--- src/rtl/sample_bank_writer_pkg.sv ---
// Shared types and constants for the correlator sample memories.
// The count-code decode is shared so the correlator and the writer agree on N.
package sample_bank_writer_pkg;

   localparam int unsigned DATA_W = 4;
   localparam int unsigned ADDR_W = 4;
   localparam int unsigned DEPTH  = 8;
   localparam int unsigned IDX_W  = $clog2(DEPTH);

   typedef enum logic [1:0] {
      IDLE   = 2'd0,
      LOAD_A = 2'd1,
      LOAD_B = 2'd2,
      DONE   = 2'd3
   } state_t;

   // 2-bit sample-count code to N: 0->1, 1->2, 2->4, 3->8
   function automatic logic [ADDR_W-1:0] count_to_n(input logic [1:0] code);
      return ADDR_W'(1) << code;
   endfunction

endpackage

--- src/rtl/sample_ram.sv ---
// One sample bank: synchronous write, asynchronous read, no reset.
module sample_ram
   import sample_bank_writer_pkg::*;
(
   input  logic              clk,
   input  logic              we,
   input  logic [IDX_W-1:0]  wr_addr,
   input  logic [DATA_W-1:0] wr_data,
   input  logic [IDX_W-1:0]  rd_addr,
   output logic [DATA_W-1:0] rd_data_c
);

   logic [DATA_W-1:0] mem [DEPTH];

   always_ff @(posedge clk) begin
      if (we) mem[wr_addr] <= wr_data;
   end

   assign rd_data_c = mem[rd_addr];

endmodule

--- src/rtl/sample_bank_writer.sv ---
// Loads N samples into bank A then bank B over valid/ready, then serves
// a masked combinational read port to the correlator.
module sample_bank_writer
   import sample_bank_writer_pkg::*;
(
   input  logic              clk,
   input  logic              reset,
   input  logic              load_start,
   input  logic [1:0]        count_sel,
   input  logic              in_valid,
   output logic              in_ready,
   input  logic [DATA_W-1:0] in_data,
   output logic              done,
   input  logic [ADDR_W-1:0] rd_addr,
   output logic [DATA_W-1:0] rd_a,
   output logic [DATA_W-1:0] rd_b
);

   state_t            state, state_nxt;
   logic [ADDR_W-1:0] wr_idx, wr_idx_nxt;
   logic [ADDR_W-1:0] n_reg, n_nxt;
   logic              xfer, last;
   logic              we_a, we_b;
   logic              rd_ok;
   logic [DATA_W-1:0] ram_a_c, ram_b_c;

   always_ff @(posedge clk or negedge reset) begin
      if (!reset) begin
         state  <= IDLE;
         wr_idx <= '0;
         n_reg  <= ADDR_W'(1);
      end else begin
         state  <= state_nxt;
         wr_idx <= wr_idx_nxt;
         n_reg  <= n_nxt;
      end
   end

   // ready and done decode straight from the state register
   assign in_ready = (state == LOAD_A) || (state == LOAD_B);
   assign done     = (state == DONE);
   assign xfer     = in_valid && in_ready;
   assign last     = (wr_idx == n_reg - ADDR_W'(1));

   always_comb begin
      state_nxt  = state;
      wr_idx_nxt = wr_idx;
      n_nxt      = n_reg;
      case (state)
         IDLE, DONE: begin
            if (load_start) begin
               n_nxt      = count_to_n(count_sel);
               wr_idx_nxt = '0;
               state_nxt  = LOAD_A;
            end
         end
         LOAD_A: begin
            if (xfer) begin
               if (last) begin
                  wr_idx_nxt = '0;
                  state_nxt  = LOAD_B;
               end else begin
                  wr_idx_nxt = wr_idx + ADDR_W'(1);
               end
            end
         end
         LOAD_B: begin
            if (xfer) begin
               if (last) state_nxt  = DONE;
               else      wr_idx_nxt = wr_idx + ADDR_W'(1);
            end
         end
         default: state_nxt = IDLE;
      endcase
   end

   assign we_a = xfer && (state == LOAD_A);
   assign we_b = xfer && (state == LOAD_B);

   sample_ram u_bank_a (
      .clk       (clk),
      .we        (we_a),
      .wr_addr   (wr_idx[IDX_W-1:0]),
      .wr_data   (in_data),
      .rd_addr   (rd_addr[IDX_W-1:0]),
      .rd_data_c (ram_a_c)
   );

   sample_ram u_bank_b (
      .clk       (clk),
      .we        (we_b),
      .wr_addr   (wr_idx[IDX_W-1:0]),
      .wr_data   (in_data),
      .rd_addr   (rd_addr[IDX_W-1:0]),
      .rd_data_c (ram_b_c)
   );

   // n_reg <= DEPTH, so this bound also keeps the low-bit index in range
   assign rd_ok = done && (rd_addr < n_reg);
   assign rd_a  = rd_ok ? ram_a_c : '0;
   assign rd_b  = rd_ok ? ram_b_c : '0;

endmodule
--- config.mk ---
export PLATFORM = sky130hd
export DESIGN_NAME = sample_bank_writer
export DESIGN_NICKNAME = d
export VERILOG_FILES = /design/src/rtl/sample_bank_writer_pkg.sv /design/src/rtl/sample_ram.sv /design/src/rtl/sample_bank_writer.sv
export SDC_FILE = /design/constraint.sdc
export NUM_CORES = 1
export LEC_CHECK = 0
export BUFFER_PORTS_ARGS = -buffer_cell sky130_fd_sc_hd__buf_2
export CORE_UTILIZATION = 40
export DETAILED_ROUTE_END_ITERATION = 7
export SYNTH_ARGS = -nofsm -noshare
export SYNTH_HDL_FRONTEND = slang
export SYNTH_SLANG_ARGS = --single-unit
--- constraint.sdc ---
create_clock -name clk -period 4.8 [get_ports clk]
set_input_delay 0.48 -clock clk [delete_from_list [all_inputs] [get_ports clk]]
set_output_delay 0.48 -clock clk [all_outputs]
set_load 0.02 [all_outputs]
==> Word level (Yosys, flattened, before mapping) <==
Memory sizes are Yosys's and may differ from the RTL's.
Cells that the tools add are included.
{ "word_totals": {"ff_bits": 10, "latchBits": 0, "mem_bits_rw": 64, "mem_bits_ro": 0, "elab_cells": 47, "mem_count": 2} }
{ "memory_table": {"columns": ["name", "words", "word_bits", "read_ports", "rd_ports_with_merged_regs", "wr", "line", "source"], "rows": [
  ["u_bank_a.mem", 8, 4, 1, 0, 1, "sample_ram.sv:13", "logic [DATA_W-1:0] mem [DEPTH];"],
  ["u_bank_b.mem", 8, 4, 1, 0, 1, "sample_ram.sv:13", null]
]} }
{ "classes": {"n_addsub": 2, "multipliers": 0, "n_div": 0, "n_lt_le_gt_ge": 1, "eq_ne": 10, "shift": 1, "n_mux": 18, "n_bitwise": 0, "reduce_logical": 10} }
{ "op_table": {"columns": ["cell", "n"], "rows": [
  ["$mux 4", 7],
  ["$ne 2x2->1 const B", 6],
  ["$pmux 4 s3", 1],
  ["$mux 2", 5],
  ["$pmux 2 s3", 1],
  ["$reduce_and 5->1", 1],
  ["$add 4x1->4 const B", 1],
  ["$eq 2x2->1 const B", 2],
  ["$eq 4x4->1", 1],
  ["$logic_and 1x1->1", 4],
  ["$lt 4x4->1", 1],
  ["$mux 1", 4],
  ["$reduce_and 4->1", 1],
  ["$shl 1x2->4 const A", 1],
  ["$sub 4x1->4 const B", 1],
  ["$eq 2x1->1 const B", 1],
  ["$logic_not 2->1", 1],
  ["$reduce_and 2->1", 1],
  ["$reduce_or 2->1", 1],
  ["$logic_or 1x1->1", 1]
]} }

==> Depth between registers and ports, before layout <==
Gate-level depths: netlist (run 1).
{ "logic_depth": {"word_depth": 6, "mapped_depth": 7, "ltp_nobuf": 7} }

==> Modules after synthesis <==
A second synthesis (run 1) with hierarchy kept.
{ "unflattened": {"hier_cells": 205, "area_unflattened_um2": 3377.0} }
{ "modules_own_cells": {"columns": ["mod", "instances", "cells_per_inst", "area_each_um2", "seq_area_each_um2"], "rows": [
  ["sample_ram", 2, 59, 1290.0, 960.9],
  ["sample_bank_writer", 1, 87, 797.0, 251.5]
]} }

==> Least setup slack after synthesis (run 1) <==
No wires, ideal clock.
{ "synth_path": {"path_type": "input -> output", "startpoint": "in rd_addr[0]", "endpoint": "out rd_b[1]", "arrival_time_ps": 1678, "required_ps": 4320, "setup_slack_ps": 2642, "stages": 5, "n_path_buf": 2, "path_cell_list": "buf_2 > buf_4 > mux4_2 > mux2i_1 > nor2_1"} }
{ "synth_via": {"elab_chain_cells": 3} }
{ "synth_rtl": {"columns": ["element", "line", "source"], "rows": [
  ["start: declaration", "sample_bank_writer.sv:14", "input logic [ADDR_W-1:0] rd_addr,"],
  ["$lt 4x4->1", "sample_bank_writer.sv:99", "assign rd_ok = done && (rd_addr < n_reg);"],
  ["$logic_and 1x1->1", "sample_bank_writer.sv:99", null],
  ["$mux 4 *", "sample_bank_writer.sv:101", "assign rd_b = rd_ok ? ram_b_c : '0;"],
  ["end: declaration", "sample_bank_writer.sv:16", "output logic [DATA_W-1:0] rd_b"]
]} }
Every way passes the cells marked *; elsewhere a longest branch is shown, timed or not.

==> Worst setup path after layout (run 1) <==
Ends and elaborated chain as after synthesis.

==> impl_metrics.json, run 1 <==
{
  "status": "completed",
  "post-place-ws_ns": 1.955,
  "start_util_pct": 41.84,
  "arrival_ns": 2.30,
  "power_density_nw_per_um2": 492.2,
  "htreeDepth": 3,
  "grt_pass1_vias": 1808,
  "routabilityCongestion": 0.7082,
  "nFillCells": 714,
  "antenna_found_initial": 0,
  "cts_root_buf": "clkbuf_8",
  "crit_start": "rd_addr[0]",
  "clk-insertion-delay-late_ns": 0.35,
  "path_class": "in2out",
  "synthesis.nets": 227,
  "firstDrtPassIters": 4,
  "grt_overflow_total": 0,
  "clockBufferDepth": 2,
  "cts_buffers": 9,
  "reg_top3": "u_bank_a.mem: 32 flops, u_bank_b.mem: 32 flops",
  "avgSynthCellArea_sq_um": 16.09,
  "cts_tree": "built",
  "setup_viol": 0,
  "p_sw_uw": 599.7,
  "totalWireLength_mm": 5.947,
  "fin_crit_sh_pct": 57.84,
  "drive_gt1_share_pct": 25.32,
  "cts_post_setup_buffers_inserted": 0,
  "clock.fmax_ghz": 0.3602,
  "vias_per_cell": 5.130,
  "crit_path_max_fanout": 17,
  "rr_endpoint": "u_bank_a.mem[4][3]",
  "rrSetupSlack_ns": 2.36,
  "timing.hold.ws_ns": 0.3189,
  "end_kind": "output pin",
  "internal_power_uw": 1213,
  "syn_area_sq_um": 3283,
  "areaGrowthSynthToFinish_pct": 12.16,
  "leakagePower_uw": 0.001315,
  "postSynth.asyncResetShare_pct": 13.51,
  "finalWorstSetupSlack_ns": 2.024,
  "ys_seq_elements": 74,
  "final_nets": 255,
  "synth_edf_count": 64,
  "rsz0062_at_grt": "false",
  "antenna_cells": 0,
  "critPathRequiredTime_ns": 4.32,
  "clk_pin_slew_ns": 0.07,
  "syn-instance-count": 204,
  "ant_nets": 0,
  "critPathLaunchType": "input port",
  "portBuffers": 23,
  "hpwl_mm": 3.900,
  "cts_sinks": 74,
  "grt_max_degree": 18,
  "r2r-start": "state[0]",
  "ys_seq_area_share_pct": 66.20,
  "p_sw_share_pct": 33.09,
  "maxCapViolations": 0,
  "yosysWarnings": 0,
  "fin_tns_setup_ns": 0,
  "skew_ns": 0.008859,
  "chipWidth_um": 92.60,
  "final-hold-violation-count": 0,
  "pin_count": 24,
  "synth_top_flop_cell": "edfxtp_1",
  "drc_errors": 0,
  "power.share.clock_pct": 26.3,
  "slew_headroom_pct": 41.22,
  "hp-class": "in2reg",
  "synth.distinct_cells": 37,
  "dieArea_sq_um": 8574,
  "seqPwrFrac_pct": 44.9,
  "num_vias": 1739,
  "comb_power_share_pct": 28.9,
  "crit_path_end": "rd_b[1]",
  "report.final.slew_viol_count": 0,
  "routedWlPerCell_um": 17.54,
  "drt_iter0_drc": 72,
  "layout_min_cycle_time_ns": 2.776,
  "fp.dieH_um": 92.60,
  "grt_first_pass_wirelength_mm": 9.494,
  "rr_worst_depth": 5,
  "core_sq_um": 7848,
  "tightest_slew_ns": 0.8759,
  "fp-row-count": 32,
  "ir_worst_vdd_mv": 0.2513,
  "grtUsageTotal_pct": 15.85
}
-- metrics by stage --
step	power (uW)	instances	util, %	cell area [sq um]
after floorplan	1234	204	-	3283
after detailed placement	1355	322	44.32	3478
after global routing	1914	339	46.92	3682
after CTS	1828	339	46.92	3682
after global placement	1345	322	44.32	3478
final	1812	339	46.92	3682
-- routing by layer --
metal  wire length, um  GRT usage (%)  up-vias  part of all wire [%]
li1                  -              -      824                     -
met1              2748          20.88      867                    46
met2              2823          24.44       36                    47
met3               230          3.695       12                   3.9
met4               145          8.333        0                   2.4
met5                 0              0        -                     0
-- cell usage after synthesis (2+ instances only) --
master,count,share of area (%)
a21oi_1,2,0.30
a31oi_1,4,0.76
buf_1,2,0.23
buf_6,2,0.69
dfrtp_1,9,6.9
edfxtp_1,64,59
ha_1,9,3.4
inv_1,10,1.1
mux2i_1,11,3.4
mux4_2,16,11
nand2_1,10,1.1
nand2b_1,4,0.76
nand3_1,3,0.46
nand3b_1,2,0.46
nor2_1,22,2.5
nor2b_1,2,0.38
nor3_1,5,0.76
o21ai_1,5,0.76
o21bai_1,2,0.46
xnor2_1,3,0.80
-- cell usage in the layout (no fill, tap or decap), types with 9 or more instances in the layout --
cell / instances
nand2_1: 10
clkbuf_8: 9
mux2i_1: 11
edfxtp_1: 64
mux4_2: 16
inv_1: 10
nor2_1: 22
buf_2: 23
dfrtp_1: 9
ha_1: 9
-- logic make-up (layout without fill, tap and decap cells) --
group                      Yosys count  after routing  synth area share (%)
muxes                               27             27                 14.33
xor gates and xnor gates             5              5                 1.791
buffers and inverters               18             51                 2.706
DFF                                 74             74                 66.20
AOI/OAI and AO/OA                   18             18                 3.697
adders and majority gates            9              9                 3.430
and+or+nand+nor                     53             53                 7.850
-- power by group through the flow --
| stage | clock (uW) | sequential, uW | combinational [uW] |
|---|---|---|---|
| after CTS | 485 | 814 | 529 |
| final | 476 | 813 | 523 |
| after floorplan | 0 | 800 | 434 |
| after global placement | 0 | 827 | 518 |
| after global routing | 505 | 823 | 586 |
| after detailed placement | 0 | 828 | 528 |
-- timing repair --
action / in CTS / in global routing
hold endpoints to repair: 9 / 0
endpoints found under the setup margin: 0 / 0
hold buffers: 1 / 0
gates resized for setup: 0 / 0
-- worst max-delay path: stages --
cell	delay, ns
buf_2	0.46
nand2b_1	0.18
a21o_1	0.11
a21oi_1	0.06
o21ai_1	0.68
nor2_1	0.12
buf_2	0.20
-- worst min-delay path by stage --
stage / startpoint / endpoint / slack [ns] / depth (start not counted)
finish: count_sel[0] / n_reg[0] / 0.32 / 2
global route: count_sel[0] / n_reg[0] / 0.33 / 2
CTS: count_sel[0] / n_reg[0] / 0.30 / 2
detailed placement: reset / state[0] / 0.36 / 1
global placement: reset / state[0] / 0.36 / 1
floorplan: reset / n_reg[1] / 0.18 / 0
-- cell type report --
cell class	count	area (sq um)	share of cell area, %
clock buffers	10	127.6	3.466
well taps	102	127.6	3.466
inverters	11	41.29	1.121
multi-input cells	112	1021	27.73
repair buffers	24	125.1	3.398
flip-flops and latches	74	2173	59.02
clock inverters	6	66.31	1.801
(Power assumes the default switching activity.)
==> run 2: changes to the inputs <==
--- a/config.mk
+++ b/config.mk
@@ -5,6 +5,7 @@
 export SDC_FILE = /design/constraint.sdc
 export NUM_CORES = 1
 export LEC_CHECK = 0
+export ABC_AREA = 1
 export BUFFER_PORTS_ARGS = -buffer_cell sky130_fd_sc_hd__buf_2
 export CORE_UTILIZATION = 40
 export DETAILED_ROUTE_END_ITERATION = 7
==> constraint.sdc (replaced) <==
create_clock -name clk -period 2.6 [get_ports clk]
set_input_delay 0.26 -clock clk [delete_from_list [all_inputs] [get_ports clk]]
set_output_delay 0.26 -clock clk [all_outputs]
set_load 0.02 [all_outputs]
==> impl_metrics.json, run 2 <==
{
  "critPathLaunchType": "flip-flop",
  "tightest_slew_ns": 0.7174,
  "synth_area_leader_cell": "edfxtp_1",
  "grt_pass1_vias": 2307,
  "arrival_ns": 2.06,
  "final_cell_mix": "87 x nand2_1, 64 x edfxtp_1, 33 x nor2_1",
  "drt_iter0_drc": 106,
  "htreeDepth": 3,
  "ys_seq_area_share_pct": 63.39,
  "power_uw": 3354,
  "reg_top3": "u_bank_a.mem: 32 flops, u_bank_b.mem: 32 flops",
  "areaGrowthSynthToFinish_pct": 12.74,
  "pin_count": 24,
  "portBuffers": 23,
  "synth_edf_count": 64,
  "cts_tree": "built",
  "start_util_pct": 41.52,
  "clk_pin_slew_ns": 0.08,
  "final_area_sq_um": 3865,
  "vias_per_cell": 5.188,
  "drc_errors": 0,
  "synth_compound_area_share_pct": 10.11,
  "firstDrtPassIters": 4,
  "core_sq_um": 8258,
  "num_vias": 2376,
  "grt_first_pass_wirelength_mm": 11.42,
  "rrSetupSlack_ns": 0.56,
  "power_density_nw_per_um2": 867.8,
  "multi_input_area_sq_um": 1114,
  "crit_chain": "inv_2 > ha_1 > nand2_1 > o211ai_1 > nor2_1 > buf_2",
  "hpwl_mm": 4.903,
  "routabilityCongestion": 0.8103,
  "grt_max_degree": 33,
  "avgSynthCellArea_sq_um": 10.61,
  "ys_top_cells_by_count": "87 x nand2_1, 64 x edfxtp_1, 33 x nor2_1",
  "leakagePower_uw": 0.001496,
  "cts_sinks": 74,
  "end_kind": "output pin",
  "layout_commonest_cell": "nand2_1",
  "synth_top_family_by_area": "simple AND/OR/NAND/NOR gates",
  "setup_viol": 0,
  "synth_top_flop_cell": "edfxtp_1",
  "yosysMostFrequentCell": "nand2_1",
  "muxShareOfSynthArea_pct": 0,
  "seq_area_sq_um": 2173,
  "crit_path_top_delay_cell": "o211ai_1",
  "status": "completed",
  "path_buf_inv": 2,
  "synth_area_leaders": "edfxtp_1 56%, nand2_1 9.5%, dfrtp_1 6.6%",
  "maxCapViolations": 0,
  "syn-instance-count": 323,
  "fin_tns_setup_ns": 0,
  "place_area_sq_um": 3635,
  "cts_post_setup_buffers_inserted": 0,
  "clockBufferDepth": 2,
  "fin_crit_sh_pct": 89.08,
  "clk-insertion-delay-late_ns": 0.35,
  "timing.hold.ws_ns": 0.1711,
  "path_class": "reg2out",
  "nFillCells": 783,
  "skew_ns": 0.008532,
  "grt_overflow_total": 0,
  "routedWlPerCell_um": 15.24,
  "ys_seq_elements": 74,
  "clock.fmax_ghz": 0.4317,
  "antenna_found_initial": 0,
  "totalWireLength_mm": 6.981,
  "ant_nets": 0,
  "final-hold-violation-count": 0,
  "postSynth.asyncResetShare_pct": 13.51,
  "crit_path_max_fanout": 8,
  "drive_gt1_share_pct": 17.28,
  "crit_family": "compound AO/OA/AOI/OAI gates",
  "dp.cells": 441,
  "chipWidth_um": 94.58,
  "slowest_delay_ns": 0.59,
  "synth_fa_ha_area_share_pct": 3.285,
  "ir_worst_vdd_mv": 0.5319,
  "slew_headroom_pct": 51.97,
  "cts_root_buf": "clkbuf_8",
  "synthXorXnorAreaFrac_pct": 0.5109,
  "final_nets": 371,
  "cts_buffers": 9,
  "dieArea_sq_um": 8945,
  "synthesis.nets": 346,
  "layout_min_cycle_time_ns": 2.316,
  "fin_cells": 458,
  "fp-row-count": 33,
  "syn_area_sq_um": 3428,
  "synth.distinct_cells": 27,
  "fp.dieH_um": 94.58,
  "report.final.slew_viol_count": 0,
  "yosysTopAreaCellShare_pct": 56.06,
  "hp-class": "in2reg",
  "synth_simple_gate_area_share_pct": 18.58,
  "rsz0062_at_grt": "false",
  "critPathRequiredTime_ns": 2.34,
  "yosysWarnings": 0,
  "grtUsageTotal_pct": 17.67,
  "antenna_cells": 0
}
## run 2: cell count changes after synthesis, sizes merged, moves of 5 or more
cell    change
a21oi      +13
a32o        +7
a32oi       +7
inv         +9
mux2i      -11
mux4       -16
nand2      +84
nand2b      -5
nand3      +21
nor2       +12
nor3        -6
o21ai      +11
## run 2: kinds of logic (layout without fill, tap and decap cells)
kind of cell               after synthesis  after routing
and+or+nand+nor                        153            153
DFF                                     74             74
AOI/OAI and AO/OA                       51             51
buffers and inverters                   34             64
adders and majority gates                9              9
xor gates and xnor gates                 2              2
## run 2: stage by stage
stage                     setup WS (ns)  utilization (%)
after floorplan                  0.8631                -
after detailed placement         0.5597            44.02
final                            0.2838            46.80
after CTS                        0.2421            46.80
after global placement           0.6129            44.02
after global routing            0.08441            46.80
## run 2: where the power goes
part	leakage [uW]	total, uW	internal, uW	switching, uW
sequential	0.000705	1460	1380	75.5
clock	0.000113	983	565	418
combinational	0.000677	911	298	613
## run 2: worst register-to-register path, cell delays in order (launching register included)
cell and delay [ns]:
dfrtp_1 0.42, inv_1 0.07, ha_1 0.33, inv_2 0.14, nand3_1 0.25, nor2_1 0.48
## run 2: layout make-up
type                    count  area share, %
well taps                 105          3.399
flip-flops and latches     74          56.23
multi-input cells         215          28.81
clock inverters             5          2.039
inverters                  21          2.039
repair buffers             27          3.820
clock buffers              11          3.658
## run 2: layer usage
metal | global-route usage, % | share of wire (%) | wire (um) | up-vias
li1 | - | - | - | 1178
met4 | 9.343 | 2.3 | 158 | 0
met5 | 0 | 0 | 0 | -
met2 | 29.05 | 48 | 3360 | 53
met3 | 2.174 | 3.1 | 215 | 11
met1 | 22.90 | 46 | 3246 | 1134
## run 2: path summary, 6_finish.rpt
kind | endpoint | startpoint | depth (start not counted)
min | n_reg[1] | count_sel[0] | 3
min reg2reg | wr_idx[3] | wr_idx[3] | 2
min in group asynchronous | n_reg[2] | reset | 2
max in group asynchronous | n_reg[0] | reset | 2
max reg2reg | u_bank_a.mem[6][0] | state[0] | 5
max | rd_a[3] | n_reg[2] | 6
## run 2: repair_timing
item,in CTS,in global routing
hold buffers,1,0
endpoints found under the hold margin,10,0
gates resized for setup,0,0
